## config.mk

```make
export PLATFORM = sky130hd
export DESIGN_NAME = cordic_vector
export DESIGN_NICKNAME = d
export VERILOG_FILES = /design/src/rtl/cordic_vector.sv
export SDC_FILE = /design/constraint.sdc
export NUM_CORES = 1
export LEC_CHECK = 0
export BUFFER_PORTS_ARGS = -buffer_cell sky130_fd_sc_hd__buf_4
export CAP_MARGIN = 0
export CORE_MARGIN = 2
export CORE_UTILIZATION = 35
export CTS_BUF_LIST = sky130_fd_sc_hd__clkbuf_8
export DETAILED_ROUTE_END_ITERATION = 7
export GPL_TIMING_DRIVEN = 0
export PLACE_DENSITY_LB_ADDON = 0.1
export SYNTH_ARGS = -nofsm -noshare
export SYNTH_HDL_FRONTEND = slang
export SYNTH_SLANG_ARGS = --single-unit
```

## constraint.sdc

```tcl
create_clock -name clk -period 6.4 [get_ports clk]
set_input_delay 0 -clock clk [delete_from_list [all_inputs] [get_ports clk]]
set_output_delay 0 -clock clk [all_outputs]
set_load 0.005 [all_outputs]
```

## src/rtl/cordic_vector.sv

```systemverilog
// cordic_vector: bit-serial vectoring-mode CORDIC; returns |(x0,y0)|*gain and atan2(y0,x0).
// Ports: clk, rst, start, x0, y0 -> mag, z, busy, done, err, i. Macro: CORDIC_VEC_GAIN_EN.
module cordic_vector #(
   parameter int WIDTH = 16,
   parameter int ITER  = 13
) (
   input  logic                    clk,
   input  logic                    rst,
   input  logic                    start,
   input  logic signed [WIDTH-1:0] x0,
   input  logic signed [WIDTH-1:0] y0,
   output logic signed [WIDTH-1:0] mag,
   output logic signed [WIDTH-1:0] z,
   output logic                    busy,
   output logic                    done,
   output logic                    err,
   output logic [3:0]              i
);

   localparam int SW = $clog2(WIDTH + 1);
   localparam int LW = $clog2(WIDTH);

`ifdef CORDIC_VEC_GAIN_EN
   typedef enum logic [1:0] {IDLE, RUN, GAIN, DONE} state_t;
`else
   typedef enum logic [1:0] {IDLE, RUN, DONE} state_t;
`endif

   state_t           state;
   logic [WIDTH-1:0] xs, ys, zs;
   logic [WIDTH-1:0] xr, yr, zr;
   logic             cx, cy, cz;
   logic [SW-1:0]    s;
   logic [3:0]       k;
`ifdef CORDIC_VEC_GAIN_EN
   logic [1:0]       p;
   int               sh;
`endif

   logic             d;
   logic [WIDTH-1:0] rk;
   logic             xa, xb, xc, ya, yb, yc, za, zb, zc;
   logic [1:0]       sx, sy, sz;
   logic             last;

   function automatic logic [15:0] rom(input logic [3:0] n);
      unique case (n)
         4'd0:    return 16'h3244;
         4'd1:    return 16'h1DAC;
         4'd2:    return 16'h0FAE;
         4'd3:    return 16'h07F5;
         4'd4:    return 16'h03FF;
         4'd5:    return 16'h0200;
         4'd6:    return 16'h0100;
         4'd7:    return 16'h0080;
         4'd8:    return 16'h0040;
         4'd9:    return 16'h0020;
         4'd10:   return 16'h0010;
         4'd11:   return 16'h0008;
         4'd12:   return 16'h0004;
         4'd13:   return 16'h0002;
         4'd14:   return 16'h0001;
         default: return 16'h0000;
      endcase
   endfunction

   // Bit n of v, saturating at the MSB so right shifts sign-extend.
   function automatic logic tap(input logic [WIDTH-1:0] v, input int n);
      logic [LW-1:0] idx;
      idx = (n > WIDTH - 1) ? LW'(WIDTH - 1) : LW'(n);
      return v[idx];
   endfunction

   assign i    = k;
   assign last = (s == SW'(WIDTH));

   always_comb begin
      d  = ys[WIDTH-1];
      rk = WIDTH'(rom(k));
      // Subtraction = inverted operand plus carry-in 1 on the first bit.
      xa = tap(xs, int'(s));
      xb = tap(ys, int'(s) + int'(k)) ^ d;
      xc = (s == '0) ? d : cx;
`ifdef CORDIC_VEC_GAIN_EN
      sh = (p == 2'd0) ? 3 : (p == 2'd1) ? 6 : 9;
      if (state == GAIN) begin
         // Pass 0: x>>>1 + x>>>3; later passes: acc - x>>>sh (acc kept in ys).
         xa = (p == 2'd0) ? tap(xs, int'(s) + 1) : tap(ys, int'(s));
         xb = tap(xs, int'(s) + sh) ^ (p != 2'd0);
         xc = (s == '0) ? (p != 2'd0) : cx;
      end
`endif
      ya = tap(ys, int'(s));
      yb = tap(xs, int'(s) + int'(k)) ^ ~d;
      yc = (s == '0) ? ~d : cy;
      za = tap(zs, int'(s));
      zb = tap(rk, int'(s)) ^ d;
      zc = (s == '0) ? d : cz;
      sx = {1'b0, xa} + {1'b0, xb} + {1'b0, xc};
      sy = {1'b0, ya} + {1'b0, yb} + {1'b0, yc};
      sz = {1'b0, za} + {1'b0, zb} + {1'b0, zc};
   end

   always_ff @(posedge clk or posedge rst) begin
      if (rst) begin
         state <= IDLE;
         xs    <= '0;
         ys    <= '0;
         zs    <= '0;
         xr    <= '0;
         yr    <= '0;
         zr    <= '0;
         cx    <= 1'b0;
         cy    <= 1'b0;
         cz    <= 1'b0;
         s     <= '0;
         k     <= '0;
`ifdef CORDIC_VEC_GAIN_EN
         p     <= '0;
`endif
         mag   <= '0;
         z     <= '0;
         busy  <= 1'b0;
         done  <= 1'b0;
         err   <= 1'b0;
      end else begin
         case (state)
            IDLE, DONE: begin
               if (start) begin
                  cx   <= 1'b0;
                  cy   <= 1'b0;
                  cz   <= 1'b0;
                  s    <= '0;
                  k    <= '0;
                  done <= 1'b0;
                  err  <= 1'b0;
                  if (x0[WIDTH-1]) begin
                     mag   <= '0;
                     z     <= '0;
                     err   <= 1'b1;
                     done  <= 1'b1;
                     state <= DONE;
                  end else begin
                     xs    <= x0;
                     ys    <= y0;
                     zs    <= '0;
                     busy  <= 1'b1;
                     state <= RUN;
                  end
               end
            end
            RUN: begin
               if (!last) begin
                  xr <= {sx[0], xr[WIDTH-1:1]};
                  yr <= {sy[0], yr[WIDTH-1:1]};
                  zr <= {sz[0], zr[WIDTH-1:1]};
                  cx <= sx[1];
                  cy <= sy[1];
                  cz <= sz[1];
                  s  <= s + 1'b1;
               end else begin
                  xs <= xr;
                  ys <= yr;
                  zs <= zr;
                  cx <= 1'b0;
                  cy <= 1'b0;
                  cz <= 1'b0;
                  s  <= '0;
                  if (k == 4'(ITER - 1)) begin
                     k <= '0;
`ifdef CORDIC_VEC_GAIN_EN
                     p     <= '0;
                     state <= GAIN;
`else
                     mag   <= xr;
                     z     <= zr;
                     busy  <= 1'b0;
                     done  <= 1'b1;
                     state <= DONE;
`endif
                  end else begin
                     k <= k + 1'b1;
                  end
               end
            end
`ifdef CORDIC_VEC_GAIN_EN
            GAIN: begin
               if (!last) begin
                  yr <= {sx[0], yr[WIDTH-1:1]};
                  cx <= sx[1];
                  s  <= s + 1'b1;
               end else begin
                  ys <= yr;
                  cx <= 1'b0;
                  s  <= '0;
                  if (p == 2'd2) begin
                     mag   <= yr;
                     z     <= zs;
                     busy  <= 1'b0;
                     done  <= 1'b1;
                     state <= DONE;
                  end else begin
                     p <= p + 1'b1;
                  end
               end
            end
`endif
            default: state <= IDLE;
         endcase
      end
   end

endmodule

```

# ---- Word level (Yosys, flattened, before mapping)
# Memory sizes are Yosys's and may differ from the RTL's.
# Index checks and enable logic that the tools add are counted.
dict set report classes {
  order_cmp 4
  n_addsub 9
  bitwise_logic 5
  mux 66
  n_eq_ne 9
  n_reduce_logical 13
}
# op count
set ops {}
lappend ops {{$mux W16} 15}
lappend ops {{$pmux W16 S2} 5}
lappend ops {{$bmux W1 S4} 6}
lappend ops {{$mux W1} 21}
lappend ops {{$mux W4} 5}
lappend ops {{$lt A4 B5 Y1 const B} 2}
lappend ops {{$mux W5} 2}
lappend ops {{$ne A2 B2 Y1 const B} 5}
lappend ops {{$pmux W1 S2} 5}
lappend ops {{$pmux W5 S2} 1}
lappend ops {{$reduce_and A5 Y1} 2}
lappend ops {{$mux W2} 4}
lappend ops {{$pmux W4 S2} 1}
lappend ops {{$reduce_and A4 Y1} 2}
lappend ops {{$add A1 B1 Y2} 3}
lappend ops {{$add A2 B1 Y2} 3}
lappend ops {{$add A5 B4 Y6} 1}
lappend ops {{$gt A6 B4 Y1 const B} 1}
lappend ops {{$reduce_and A2 Y1} 3}
lappend ops {{$reduce_and A3 Y1} 2}
lappend ops {{$add A5 B1 Y5 const B} 1}
lappend ops {{$eq A5 B5 Y1 const B} 1}
lappend ops {{$gt A5 B4 Y1 const B} 1}
lappend ops {{$logic_not A5 Y1} 1}
lappend ops {{other kinds (10)} 13}
dict set report word_totals {
  out_inout_bits 39
  regBits 145
  mem_count 1
  mem_bits_ro 224
  input_bits 35
  elab_cells 124
}
# name depth word_bits rd rd_clocked_by_memory_dff write_ports line
set memory_table {}
lappend memory_table {{(no name shown)} 16 14 1 0 0 47} ;# unique case (n)

# ---- Depth between registers and ports, before layout
dict set report logic_depth {
  word_depth 10
  mapped_depth 14
  depth_no_buf 13
}

# ---- Worst setup path before layout
# Ideal clock, no wire load.
dict set report synth_timing {
  path_type {register -> register}
  start {register k[0], in the netlist i[0]}
  end {register cy}
  required_ns 6.279
  arrival_time_ns 3.063
  synth_period_minus_slack_ns 3.184
  n_path_buf 0
  setup_time_ns 0.121
  path_slack_ns 3.216
  stages_incl_launch_ff 13
  cell_sequence {dfrtp_1 ha_1 inv_1 fa_1 nand2b_1 or4_4 a21oi_4 a21oi_1 a211oi_1 a21oi_1 xor2_1 fa_1 a22o_1}
}
dict set report synth_via {
  elab_chain_len 10
}
# item line
set synth_rtl {}
lappend synth_rtl {{from (decl)} 34} ;# logic [3:0] k;
lappend synth_rtl {{from (signal assigned)} 182} ;# k <= k + 1'b1;
lappend synth_rtl {{$add A5 B4 Y6 (*)} 94} ;# yb = tap(xs, int'(s) + int'(k)) ^ ~d;
lappend synth_rtl {{$gt A6 B4 Y1} 70} ;# idx = (n > WIDTH - 1) ? LW'(WIDTH - 1) : LW'(n);
lappend synth_rtl {{$mux W4 (*)} 70}
lappend synth_rtl {{$bmux W1 S4 (*)} 71} ;# return v[idx];
lappend synth_rtl {{$mux W1 (implied by the code) (*)} 71}
lappend synth_rtl {{$xor A1 B1 Y1 (*)} 94}
lappend synth_rtl {{$add A1 B1 Y2 (*)} 100} ;# sy = {1'b0, ya} + {1'b0, yb} + {1'b0, yc};
lappend synth_rtl {{$add A2 B1 Y2 (*)} 100}
lappend synth_rtl {{$mux W1 (*)} 153} ;# if (!last) begin
lappend synth_rtl {{$pmux W1 S2 (*)} 127} ;# case (state)
lappend synth_rtl {{to (signal assigned)} 158} ;# cy <= sy[1];
lappend synth_rtl {{to (decl)} 32} ;# logic cx, cy, cz;
# Mark *: on every way between the ends. The rest lies on a longest branch, timed or not. The select of a mux whose other input is x is not followed.
# A chain may end at the register's enable or synchronous reset.

# ---- Final worst setup path
dict set report layout_timing {
  start {register k[0], in the netlist i[0]}
  end {register xr[15]}
}
dict set report layout_via {
  elab_chain_len 8
}
# item line
set layout_rtl {}
lappend layout_rtl {{$add A5 B4 Y6 (*)} 82} ;# xb = tap(ys, int'(s) + int'(k)) ^ d;
lappend layout_rtl {{$gt A6 B4 Y1} 70}
lappend layout_rtl {{$mux W4 (*)} 70}
lappend layout_rtl {{$bmux W1 S4 (*)} 71}
lappend layout_rtl {{$mux W1 (implied by the code) (*)} 71}
lappend layout_rtl {{$xor A1 B1 Y1 (*)} 82}
lappend layout_rtl {{$add A1 B1 Y2 (*)} 99} ;# sx = {1'b0, xa} + {1'b0, xb} + {1'b0, xc};
lappend layout_rtl {{$add A2 B1 Y2 (*)} 99}
lappend layout_rtl {{named net sx[0]} 43} ;# logic [1:0] sx, sy, sz;
lappend layout_rtl {{to (signal assigned)} 154} ;# xr <= {sx[0], xr[WIDTH-1:1]};
lappend layout_rtl {{to (decl)} 31} ;# logic [WIDTH-1:0] xr, yr, zr;
# Mark *: on every way through the listed nets, which the timed path passes. The rest lies on a longest branch. The select of a mux whose other input is x is not followed.

==> out/qor.yml <==
grt:
  grt_usage_pct: 20.5
  grt_max_degree: 82
  grt_overflow: 0
  grt_pass1_vias: 6337
  grt_first_pass_wirelength_mm: 34.6
  antenna_found_initial: 0
clocking:
  postCtsHoldBufs: 34
  cts_made_buffers: 17
  cts-root-buf: "clkbuf_8"
  worst_skew_pair.late_latency_ns: 0.45
  cts_tree: "yes"
  post_cts_buffers: 0
  cts_htree_levels: 4
  clock_sinks: 145
  path_clk_slew_ns: 0.09
  post_cts_resized: 0
  clock_path_buffers: 2
layout:
  nFillCells: 2036
  final_layout_size_suffix_gt1_share_pct: 15.5
  final_area_mm2: 0.00892
  diodes: 0
  syn_to_final_growth_pct: 24.5
  final_nets: 965
  fin_util_pct: 44.2
power:
  cellLeakagePower_nw: 4.42
  max-vdd-ir-drop_mv: 0.270
  p_per_area_mw_per_mm2: 512
timing:
  hold_viol: 0
  finalCritPeriodShare_pct: 57.3
  slew_headroom_pct: 30.9
  drv_slew: 0
  clock_skew_ns: 0.0159
  worstMarginPinSlew_ns: 1.03
  fin_tns_setup_ns: 0
  min_period_ns: 3.67
  setup-violations-final: 0
  max_freq_mhz: 273
  rsz0062_at_grt: "no"
run:
  maxCapViolations: 0
worst_hold_path:
  hold_path_class: "primary input to async pin"
critical_path:
  critPathBufInv: 1
  crit_family: "adder cells"
  rr_endpoint: "xr[15]"
  worst_path_most_repeated_cell: "nand2_1"
  ff2ff_path_depth: 13
  r2r_slack_ns: 2.73
  cp-startpoint: "i[0]"
  cpPeakStageDelay_ns: 0.55
  worstPathMaxFanout: 10
  crit_type: "flip-flop to flip-flop"
  arrival_ns: 4.01
  slowest_stage: "dfrtp_1"
  required_ns: 6.74
  crit_path_cell_trace: "ha_1 -> inv_1 -> fa_1 -> nand2b_1 -> or4_4 -> a21oi_4 -> nand2_1 -> a211oi_2 -> o21ai_1 -> o31ai_1 -> fa_1 -> nand2_1 -> nand2_1"
  rr_startpoint: "i[0]"
  worst-path-stages: 13
  start_kind: "flip-flop"
  endpoint_kind: "flip-flop"
floorplanning:
  core_mm2: 0.0202
  rows: 52
  fp.dieW_um: 147
  io_pins: 74
  die_area_mm2: 0.0216
  start_util_pct: 35.5
  die_y_um: 147
logic_synthesis:
  synth_cells: 785
  synth_ff_type: "dfrtp_1"
  synth-simple-area-share_pct: 18.0
  synth_mux_area_share_pct: 6.90
  yosysUniqueCellTypes: 53
  synth_compound_area_share_pct: 15.9
  synth-xor-area-share_pct: 0.489
  syn_avg_cell_area_um2: 9.13
  synth_top_family_by_area: "simple AND/OR/NAND/NOR gates"
  yosys_warnings: 0
  synth_seq_area_share_pct: 50.6
  async_flop_share_pct: 100
  synthAdderAreaFrac_pct: 3.56
  syn_area_mm2: 0.00716
  syn_nets: 838
  ys_seq_elements: 145
  synth_edf_count: 0
route:
  vias_per_cell: 5.16
  first_iter_violations: 429
  routed_wirelength_mm: 21.2
  dr.pass1.iters: 8
  wire_per_inst_um: 17.7
  postRouteAntennaNets: 0
  vias: 6163
  drc: 0
placed_design:
  port_buffers: 73
  gp_congestion: 0.840
  dpl_cell_area_mm2: 0.00808
  detailed_place_hpwl_mm: 15.1
run_status:
  outcome: "finished, final reports clean"
[final cells by class]
cell class              count  area [µm²]  area share [%]
plain buffers              52         223            2.50
clock buffers              18         248            2.78
clock inverters            14         251            2.82
inverters                  26         103            1.15
multi-input cells         562        3220            36.0
flip-flops and latches    145        3630            40.7
well taps                 270         338            3.79
repair buffers            108         916            10.3
[cell families after synthesis]
kind of cell / Yosys count
AO/OA/AOI/OAI: 179
XOR/XNOR: 4
adder cells (fa/ha/maj): 18
buffers and inverters: 78
flip-flops: 145
multiplexers: 43
AND/OR/NAND/NOR: 318
[state kept, by name, indices dropped and copies added, names as in the netlist, 2 cells and up]
signal  count
zs         16
zr         16
s           5
i           4
yr         16
xr         16
state       2
mag        16
z          16
xs         16
ys         16
[how the worst max path moves through the flow]
stage	to	slack [ns]
2_1_floorplan	busy	2.51
3_3_place_gp	i[2]	0.79
3_5_place_dp	xr[15]	2.75
4_1_cts	xr[15]	2.72
5_1_grt	xr[15]	2.57
6_report	xr[15]	2.73
[power by group]
| part | total (mW) | internal, mW | leakage [nW] | switching [mW] |
|---|---|---|---|---|
| Sequential | 1.64 | 1.32 | 1.83 | 0.325 |
| Combinational | 2.02 | 0.861 | 2.34 | 1.15 |
| Clock | 0.913 | 0.522 | 0.246 | 0.391 |
| Total | 4.57 | 2.70 | 4.42 | 1.87 |
[worst reg2reg max path, delay by kind of cell (launching register included)]
| kind | cells | cell delay [ns] |
|---|---|---|
| AOI/OAI and AO/OA | 4 | 0.83 |
| and+or+nand+nor | 5 | 0.97 |
| adders and majority gates | 3 | 1.17 |
| buffers and inverters | 1 | 0.06 |
| DFF | 1 | 0.55 |
[Yosys cell counts, drive strengths merged (2+ instances only)]
cell,n,share of area [%]
nand3,6,0.42
a21oi,18,1.4
mux2i,28,3.9
mux4,4,1.3
fa,4,1.1
a221oi,3,0.45
or3,2,0.17
xor2,2,0.24
nand4,2,0.17
nor3b,2,0.28
o31ai,2,0.21
o211ai,5,0.52
nor3,8,0.56
clkbuf,37,1.9
buf,15,1.2
nor2b,2,0.17
a211oi,6,0.70
ha,14,2.4
mux2,11,1.7
a22o,5,0.61
nor2,21,1.3
nand2b,4,0.35
xnor2,2,0.24
and3,2,0.17
nand2,265,14
inv,26,1.4
dfrtp,145,51
o21ai,102,7.3
a222oi,21,2.9
a21o,2,0.23
a31oi,4,0.35
a22oi,6,0.63
[cell usage in the layout, fill, tap and decap left out, types with 3 or more instances in the layout]
| cell | count |
|---|---|
| a31oi_1 | 4 |
| inv_6 | 3 |
| a222oi_1 | 21 |
| a211oi_1 | 5 |
| o21ai_1 | 64 |
| nor2_1 | 18 |
| a22oi_1 | 6 |
| mux2_2 | 5 |
| o21ai_0 | 37 |
| fa_1 | 4 |
| dfrtp_1 | 145 |
| mux2_1 | 6 |
| inv_1 | 25 |
| nand2b_1 | 4 |
| o211ai_1 | 5 |
| a22o_1 | 5 |
| clkbuf_1 | 37 |
| nor3_1 | 8 |
| buf_2 | 13 |
| bufinv_16 | 6 |
| dlygate4sd3_1 | 34 |
| nand2_1 | 265 |
| ha_1 | 14 |
| clkinv_4 | 4 |
| mux4_2 | 4 |
| nand3_1 | 6 |
| clkbuf_8 | 18 |
| mux2i_1 | 28 |
| a21oi_1 | 17 |
| buf_4 | 74 |
[metrics by stage]
stage          worst slack, ns  total power [mW]  instances  hold slack (ns)
6_report                  2.73              4.57       1195            0.191
3_3_place_gp             0.785              3.61       1128            0.216
2_1_floorplan             2.51              2.94        785            0.121
3_5_place_dp              2.75              3.64       1129            0.140
4_1_cts                   2.72              4.60       1195            0.202
5_1_grt                   2.57              4.93       1195            0.232
[layer usage]
metal  share of wire [%]  vias to the layer above  global-route usage [%]
met1                  46                     3027                    27.9
met4                 2.5                        0                    7.21
met2                  47                      152                    32.8
met5                   0                        -                       0
li1                    -                     2950                       -
met3                 4.4                       34                    3.91
Power figures use the tool's default switching activity.
